`src/rtl/mem_arbiter.sv`:
```
// Two-port round-robin arbiter in front of a single-ported memory.
// Each transaction runs IDLE -> ISSUE -> COMPLETE; all outputs are registered.
module mem_arbiter #(
   parameter int AW = 8,
   parameter int DW = 8
) (
   input  logic          clk,
   input  logic          rst,
   input  logic          req0,
   input  logic          req1,
   input  logic          we0,
   input  logic          we1,
   input  logic [AW-1:0] addr0,
   input  logic [AW-1:0] addr1,
   input  logic [DW-1:0] wdata0,
   input  logic [DW-1:0] wdata1,
   output logic          ack0,
   output logic          ack1,
   output logic [DW-1:0] rdata0,
   output logic [DW-1:0] rdata1,
   output logic [1:0]    gnt,
   output logic          MemRead,
   output logic          MemWrite,
   output logic [AW-1:0] Address,
   output logic [DW-1:0] WriteData,
   input  logic [DW-1:0] ReadData
);

   typedef enum logic [1:0] {
      IDLE     = 2'd0,
      ISSUE    = 2'd1,
      COMPLETE = 2'd2
   } state_t;

   state_t        state_r;
   state_t        state_nx;
   logic          owner_r;
   logic          owner_nx;
   logic          we_r;
   logic          we_nx;
   logic          last_r;
   logic          last_nx;
   logic          win_s;
   logic          ack0_nx;
   logic          ack1_nx;
   logic          rd_nx;
   logic          wr_nx;
   logic [1:0]    gnt_nx;
   logic [AW-1:0] addr_nx;
   logic [DW-1:0] wdata_nx;
   logic [DW-1:0] rdata0_nx;
   logic [DW-1:0] rdata1_nx;

   // Port 1 wins when it is the only requester, or on a tie when port 0 was served last.
   assign win_s = req1 & (~req0 | ~last_r);

   // Next-state and next-output decode; Address/WriteData double as the transaction latch.
   always_comb begin
      state_nx  = state_r;
      owner_nx  = owner_r;
      we_nx     = we_r;
      last_nx   = last_r;
      gnt_nx    = gnt;
      addr_nx   = Address;
      wdata_nx  = WriteData;
      rdata0_nx = rdata0;
      rdata1_nx = rdata1;
      ack0_nx   = 1'b0;
      ack1_nx   = 1'b0;
      rd_nx     = 1'b0;
      wr_nx     = 1'b0;
      case (state_r)
         IDLE: begin
            if (req0 | req1) begin
               state_nx = ISSUE;
               owner_nx = win_s;
               gnt_nx   = win_s ? 2'b10 : 2'b01;
               we_nx    = win_s ? we1 : we0;
               addr_nx  = win_s ? addr1 : addr0;
               wdata_nx = win_s ? wdata1 : wdata0;
               rd_nx    = win_s ? ~we1 : ~we0;
               wr_nx    = win_s ? we1 : we0;
            end else begin
               state_nx = IDLE;
               gnt_nx   = 2'b00;
            end
         end
         ISSUE: begin
            state_nx = COMPLETE;
            last_nx  = owner_r;
            ack0_nx  = ~owner_r;
            ack1_nx  = owner_r;
            if (!we_r) begin
               if (owner_r) begin
                  rdata1_nx = ReadData;
               end else begin
                  rdata0_nx = ReadData;
               end
            end else begin
               rdata0_nx = rdata0;
               rdata1_nx = rdata1;
            end
         end
         COMPLETE: begin
            state_nx = IDLE;
            gnt_nx   = 2'b00;
         end
         default: begin
            state_nx = IDLE;
            gnt_nx   = 2'b00;
         end
      endcase
   end

   // State and registered outputs; reset aborts any transaction and favours port 0 next.
   always_ff @(posedge clk or negedge rst) begin
      if (!rst) begin
         state_r   <= IDLE;
         owner_r   <= 1'b0;
         we_r      <= 1'b0;
         last_r    <= 1'b1;
         gnt       <= 2'b00;
         ack0      <= 1'b0;
         ack1      <= 1'b0;
         MemRead   <= 1'b0;
         MemWrite  <= 1'b0;
         Address   <= '0;
         WriteData <= '0;
         rdata0    <= '0;
         rdata1    <= '0;
      end else begin
         state_r   <= state_nx;
         owner_r   <= owner_nx;
         we_r      <= we_nx;
         last_r    <= last_nx;
         gnt       <= gnt_nx;
         ack0      <= ack0_nx;
         ack1      <= ack1_nx;
         MemRead   <= rd_nx;
         MemWrite  <= wr_nx;
         Address   <= addr_nx;
         WriteData <= wdata_nx;
         rdata0    <= rdata0_nx;
         rdata1    <= rdata1_nx;
      end
   end

endmodule

```
`config.mk`:
```
export PLATFORM = sky130hd
export DESIGN_NAME = mem_arbiter
export DESIGN_NICKNAME = d
export VERILOG_FILES = /design/src/rtl/mem_arbiter.sv
export SDC_FILE = /design/constraint.sdc
export NUM_CORES = 1
export LEC_CHECK = 0
export ABC_AREA = 1
export BUFFER_PORTS_ARGS = -buffer_cell sky130_fd_sc_hd__buf_4
export CORE_UTILIZATION = 45
export CTS_BUF_LIST = sky130_fd_sc_hd__clkbuf_8
export CTS_CLUSTER_DIAMETER = 200
export CTS_CLUSTER_SIZE = 28
export DETAILED_ROUTE_END_ITERATION = 7
export GPL_TIMING_DRIVEN = 0
export PLACE_DENSITY = 0.76
export REMOVE_ABC_BUFFERS = 1
export SLEW_MARGIN = 20
export SYNTH_ARGS = -nofsm -noshare
export SYNTH_HDL_FRONTEND = slang
export SYNTH_SLANG_ARGS = --single-unit
```
`constraint.sdc`:
```
create_clock -name clk -period 1.5 [get_ports clk]
set_input_delay 0.3 -clock clk [delete_from_list [all_inputs] [get_ports clk]]
set_output_delay 0.3 -clock clk [all_outputs]
set_load 0.1 [all_outputs]
```
Word-level counts from Yosys, hierarchy flattened
Cells that the tools add are included.
{ "op_classes": {"bitwise": 9, "n_reduce_logical": 4, "eq_ne": 1, "muxes": 15} }
{ "op_table": {"columns": ["op", "n"], "rows": [
  ["$mux 8", 2],
  ["$mux 1", 9],
  ["$pmux 2 s2", 2],
  ["$not 1->1", 6],
  ["$reduce_and 3->1", 2],
  ["$mux 2", 2],
  ["$eq 2x1->1 const B", 1],
  ["$logic_not 2->1", 1],
  ["$or 1x1->1", 2],
  ["$reduce_and 2->1", 1],
  ["$and 1x1->1", 1]
]} }
{ "totals": {"inputBits": 46, "word_cells": 42, "ff_bits": 43} }

Longest topological paths before layout
{ "logic_depth": {"depth_word": 6, "ltp_mapped": 7, "mapped_depth_nobuf": 6} }

Worst setup path before layout
No wires, ideal clock.
{ "synth_path": {"kind": "reg-to-output", "from": "register Address[0]", "to": "output Address[0]", "arrival_ns": 0.898, "stages_incl_launch_ff": 1, "required_time_ns": 1.200, "n_path_buf": 0, "path_slack_ns": 0.302, "cell_sequence": "dfrtp_1"} }
{ "synth_lines": {"columns": ["item", "line", "text"], "rows": [
  ["start, declared", "24", "output logic [AW-1:0] Address,"],
  ["start signal, assigned", "141", "Address <= addr_nx;"]
]} }
No word-level cell between the ends.

Worst setup path in the final report
{ "layout_path": {"from": "register last_r", "to": "register owner_r"} }
{ "layout_via": {"elab_chain_cells": 3} }
{ "layout_lines": {"columns": ["item", "line", "text"], "rows": [
  ["start, declared", "41", "logic last_r;"],
  ["start signal, assigned", "135", "last_r <= last_nx;"],
  ["$not 1->1", "55", "assign win_s = req1 & (~req0 | ~last_r);"],
  ["$or 1x1->1", "55", null],
  ["$and 1x1->1", "55", null],
  ["end signal, assigned", "133", "owner_r <= owner_nx;"],
  ["end, declared", "37", "logic owner_r;"]
]} }
Every way passes these cells.
A chain may end at the register's enable or synchronous reset.

==> metrics.md <==
| Metric | Value |
|---|---|
| Outcome | `finished, final reports clean` |
| DIE AREA | `4790 um^2` |
| Worst Path Arrival | `1.46 ns` |
| Hold Slack | `0.266 ns` |
| Number of routed nets with antenna violations | `0` |
| CP endpoint kind | `flop` |
| Worst skew pair latency | `0.30 ns` |
| Number of synthesized register bits | `43` |
| Largest net degree at the start of global routing | `44` |
| First-iteration detailed-routing DRC count | `89` |
| Starting Density | `0.467` |
| Mapped Cells | `241` |
| Clock period minus worst slack | `1.28 ns` |
| Routed wire length | `4380 um` |
| Row cnt | `24` |
| CTS tree | `yes` |
| CTS Buf Count | `5` |
| Min-delay worst type | `in2reg` |
| Post-synth top area cell | `dfrtp_1` |
| Final Hold Viols | `0` |
| Clock root cell | `clkbuf_8` |
| Final Wtd Congestion | `0.739` |
| Max Cap Viol | `0` |
| Clock sinks | `43` |
| Total number of vias | `1740` |
| Post-layout util | `0.632` |
| DR pass1 iterations | `4` |
| CP Class | `reg2reg` |
| Clk slew on worst S/H paths | `0.08 ns` |
| Register area share after synthesis | `0.530` |
| Yosys top cell area share | `0.517` |
| Final setup fails | `0` |
| Avg WL per Cell | `11.6 um` |
| Average cell area after synthesis | `8.44 um^2` |
| Skew final | `0.00885 ns` |
| Fin. max-slew vios | `0` |
| Max frequency | `783 MHz` |
| Vias per cell | `4.62` |
| DRC Markers | `0` |
| CP max FO | `18` |
| First-pass GRT wire length | `7250 um` |
| Clk buf depth | `2` |
| CTS HTree Levels | `2` |
| Die Span Y | `69.2 um` |
| Final period utilization | `0.851` |
| Synth area leaders | `dfrtp_1 52%, nand2_1 13%, inv_1 9.0%` |
| Post-Syn Area | `2030 um^2` |
| Global Route Usage Sum | `0.191` |
| Port Buffers | `83` |
| Startpoint types | `flop` |
| Ant. Diodes | `0` |
| Worst-Margin Slew | `0.534 ns` |
| Initial antenna violation count | `0` |
| CP Data Required Time | `1.68 ns` |
| RSZ-0062 raised after global routing | `no` |
| DP Wirelength | `3150 um` |
| Fin nets | `370` |
| # IOs | `84` |
| Vias in the first global route | `1627` |
| Synth Warn # | `0` |
| Fillers | `385` |
| Core area | `4350 um^2` |
| Share of cells above drive strength 1 | `0.342` |
| GRT overflow | `0` |
| Area Growth Syn to Fin | `35.4%` |
| Post-synth cell types | `16` |
| Relative slew slack | `0.644` |
| Die X | `69.2 um` |
| Setup TNS | `0 ns` |
| Post-CTS setup buffer count | `0` |
[routing by layer]
layer,vias up,share of wire,track usage
met1,772,0.43,0.222
li1,889,-,-
met2,75,0.48,0.329
met3,4,0.081,0.0698
met4,0,0.0094,0.0544
met5,-,0,0
[through the flow]
stage / area (um^2) / setup slack (ns) / cells
final: 2750 / 0.223 / 377
after global routing: 2750 / 0.121 / 377
after CTS: 2740 / 0.0327 / 377
after detailed placement: 2640 / 0.0506 / 368
after global placement: 2640 / 0.0836 / 368
after floorplan: 1960 / 0.302 / 233
[critical path: stages, from the launching register on]
cell,delay [ns]
dfstp_2,0.57
nand2_4,0.16
nand2_8,0.18
inv_1,0.06
nand2_1,0.08
o21ai_0,0.09
[flip-flops by register name (all words and copies together), names as in the netlist]
signal / count
Address: 8
MemRead: 1
MemWrite: 1
WriteData: 8
ack0: 1
ack1: 1
gnt: 2
last_r: 1
owner_r: 1
rdata0: 8
rdata1: 8
state_r: 2
we_r: 1
[what timing repair did]
action / CTS / global route
endpoints found under the setup margin: 0 / 6
resized for setup: 0 / 2
hold endpoints to repair: 36 / 0
hold buffers: 1 / 0
[synth_stat cells, drive strengths merged]
cell and instances:
nand2 80, inv 51, dfrtp 42, nand3 34
o21ai 18, buf 8, nor2 6, a21oi 1
dfstp 1
[placed cells by master (no fill, tap or decap)]
| master | netlist | routed |
|---|---|---|
| nor2_1 | 3 | 3 |
| dlygate4sd3_1 | 0 | 1 |
| o21ai_0 | 10 | 10 |
| nor2_8 | 1 | 1 |
| a21oi_1 | 1 | 1 |
| clkinv_2 | 0 | 1 |
| inv_1 | 49 | 50 |
| buf_4 | 0 | 83 |
| nand3_1 | 34 | 34 |
| o21ai_2 | 8 | 8 |
| dfrtp_1 | 42 | 42 |
| nand2_2 | 3 | 2 |
| nand2_4 | 4 | 4 |
| nand2_1 | 73 | 73 |
| dfstp_2 | 1 | 1 |
| clkbuf_8 | 0 | 5 |
| clkinvlp_4 | 0 | 1 |
| nor2_4 | 2 | 2 |
| inv_2 | 2 | 2 |
| nand2_8 | 0 | 1 |
[final timing paths]
kind	from	endpoint	slack, ns	cells after the start
max in group asynchronous	rst	last_r	0.60	2
setup / recovery	last_r	owner_r	0.22	5
hold reg to reg	WriteData[6]	WriteData[6]	0.49	2
hold / removal	ReadData[6]	rdata1[6]	0.27	3
min in group asynchronous	rst	rdata1[6]	0.51	2
setup reg to reg	last_r	owner_r	0.22	5
[cells by family after synthesis]
| family | Yosys count | synth area share |
|---|---|---|
| AO/OA/AOI/OAI | 19 | 0.0615 |
| buffers and inverters | 59 | 0.132 |
| flip-flops | 43 | 0.530 |
| AND/OR/NAND/NOR | 120 | 0.276 |
[area by class of cell]
cell class	instances	area [um^2]	area share
timing repair buffer	84	633	0.230
sequential	43	1080	0.391
multi-input combinational	139	701	0.255
tap	52	65.1	0.0236
inverter	51	191	0.0695
clock inverter	3	16.3	0.00591
clock buffer	5	68.8	0.0250
Power is not shown: default switching activity piles up to over one toggle a cycle in this logic, so the estimate is an artifact.
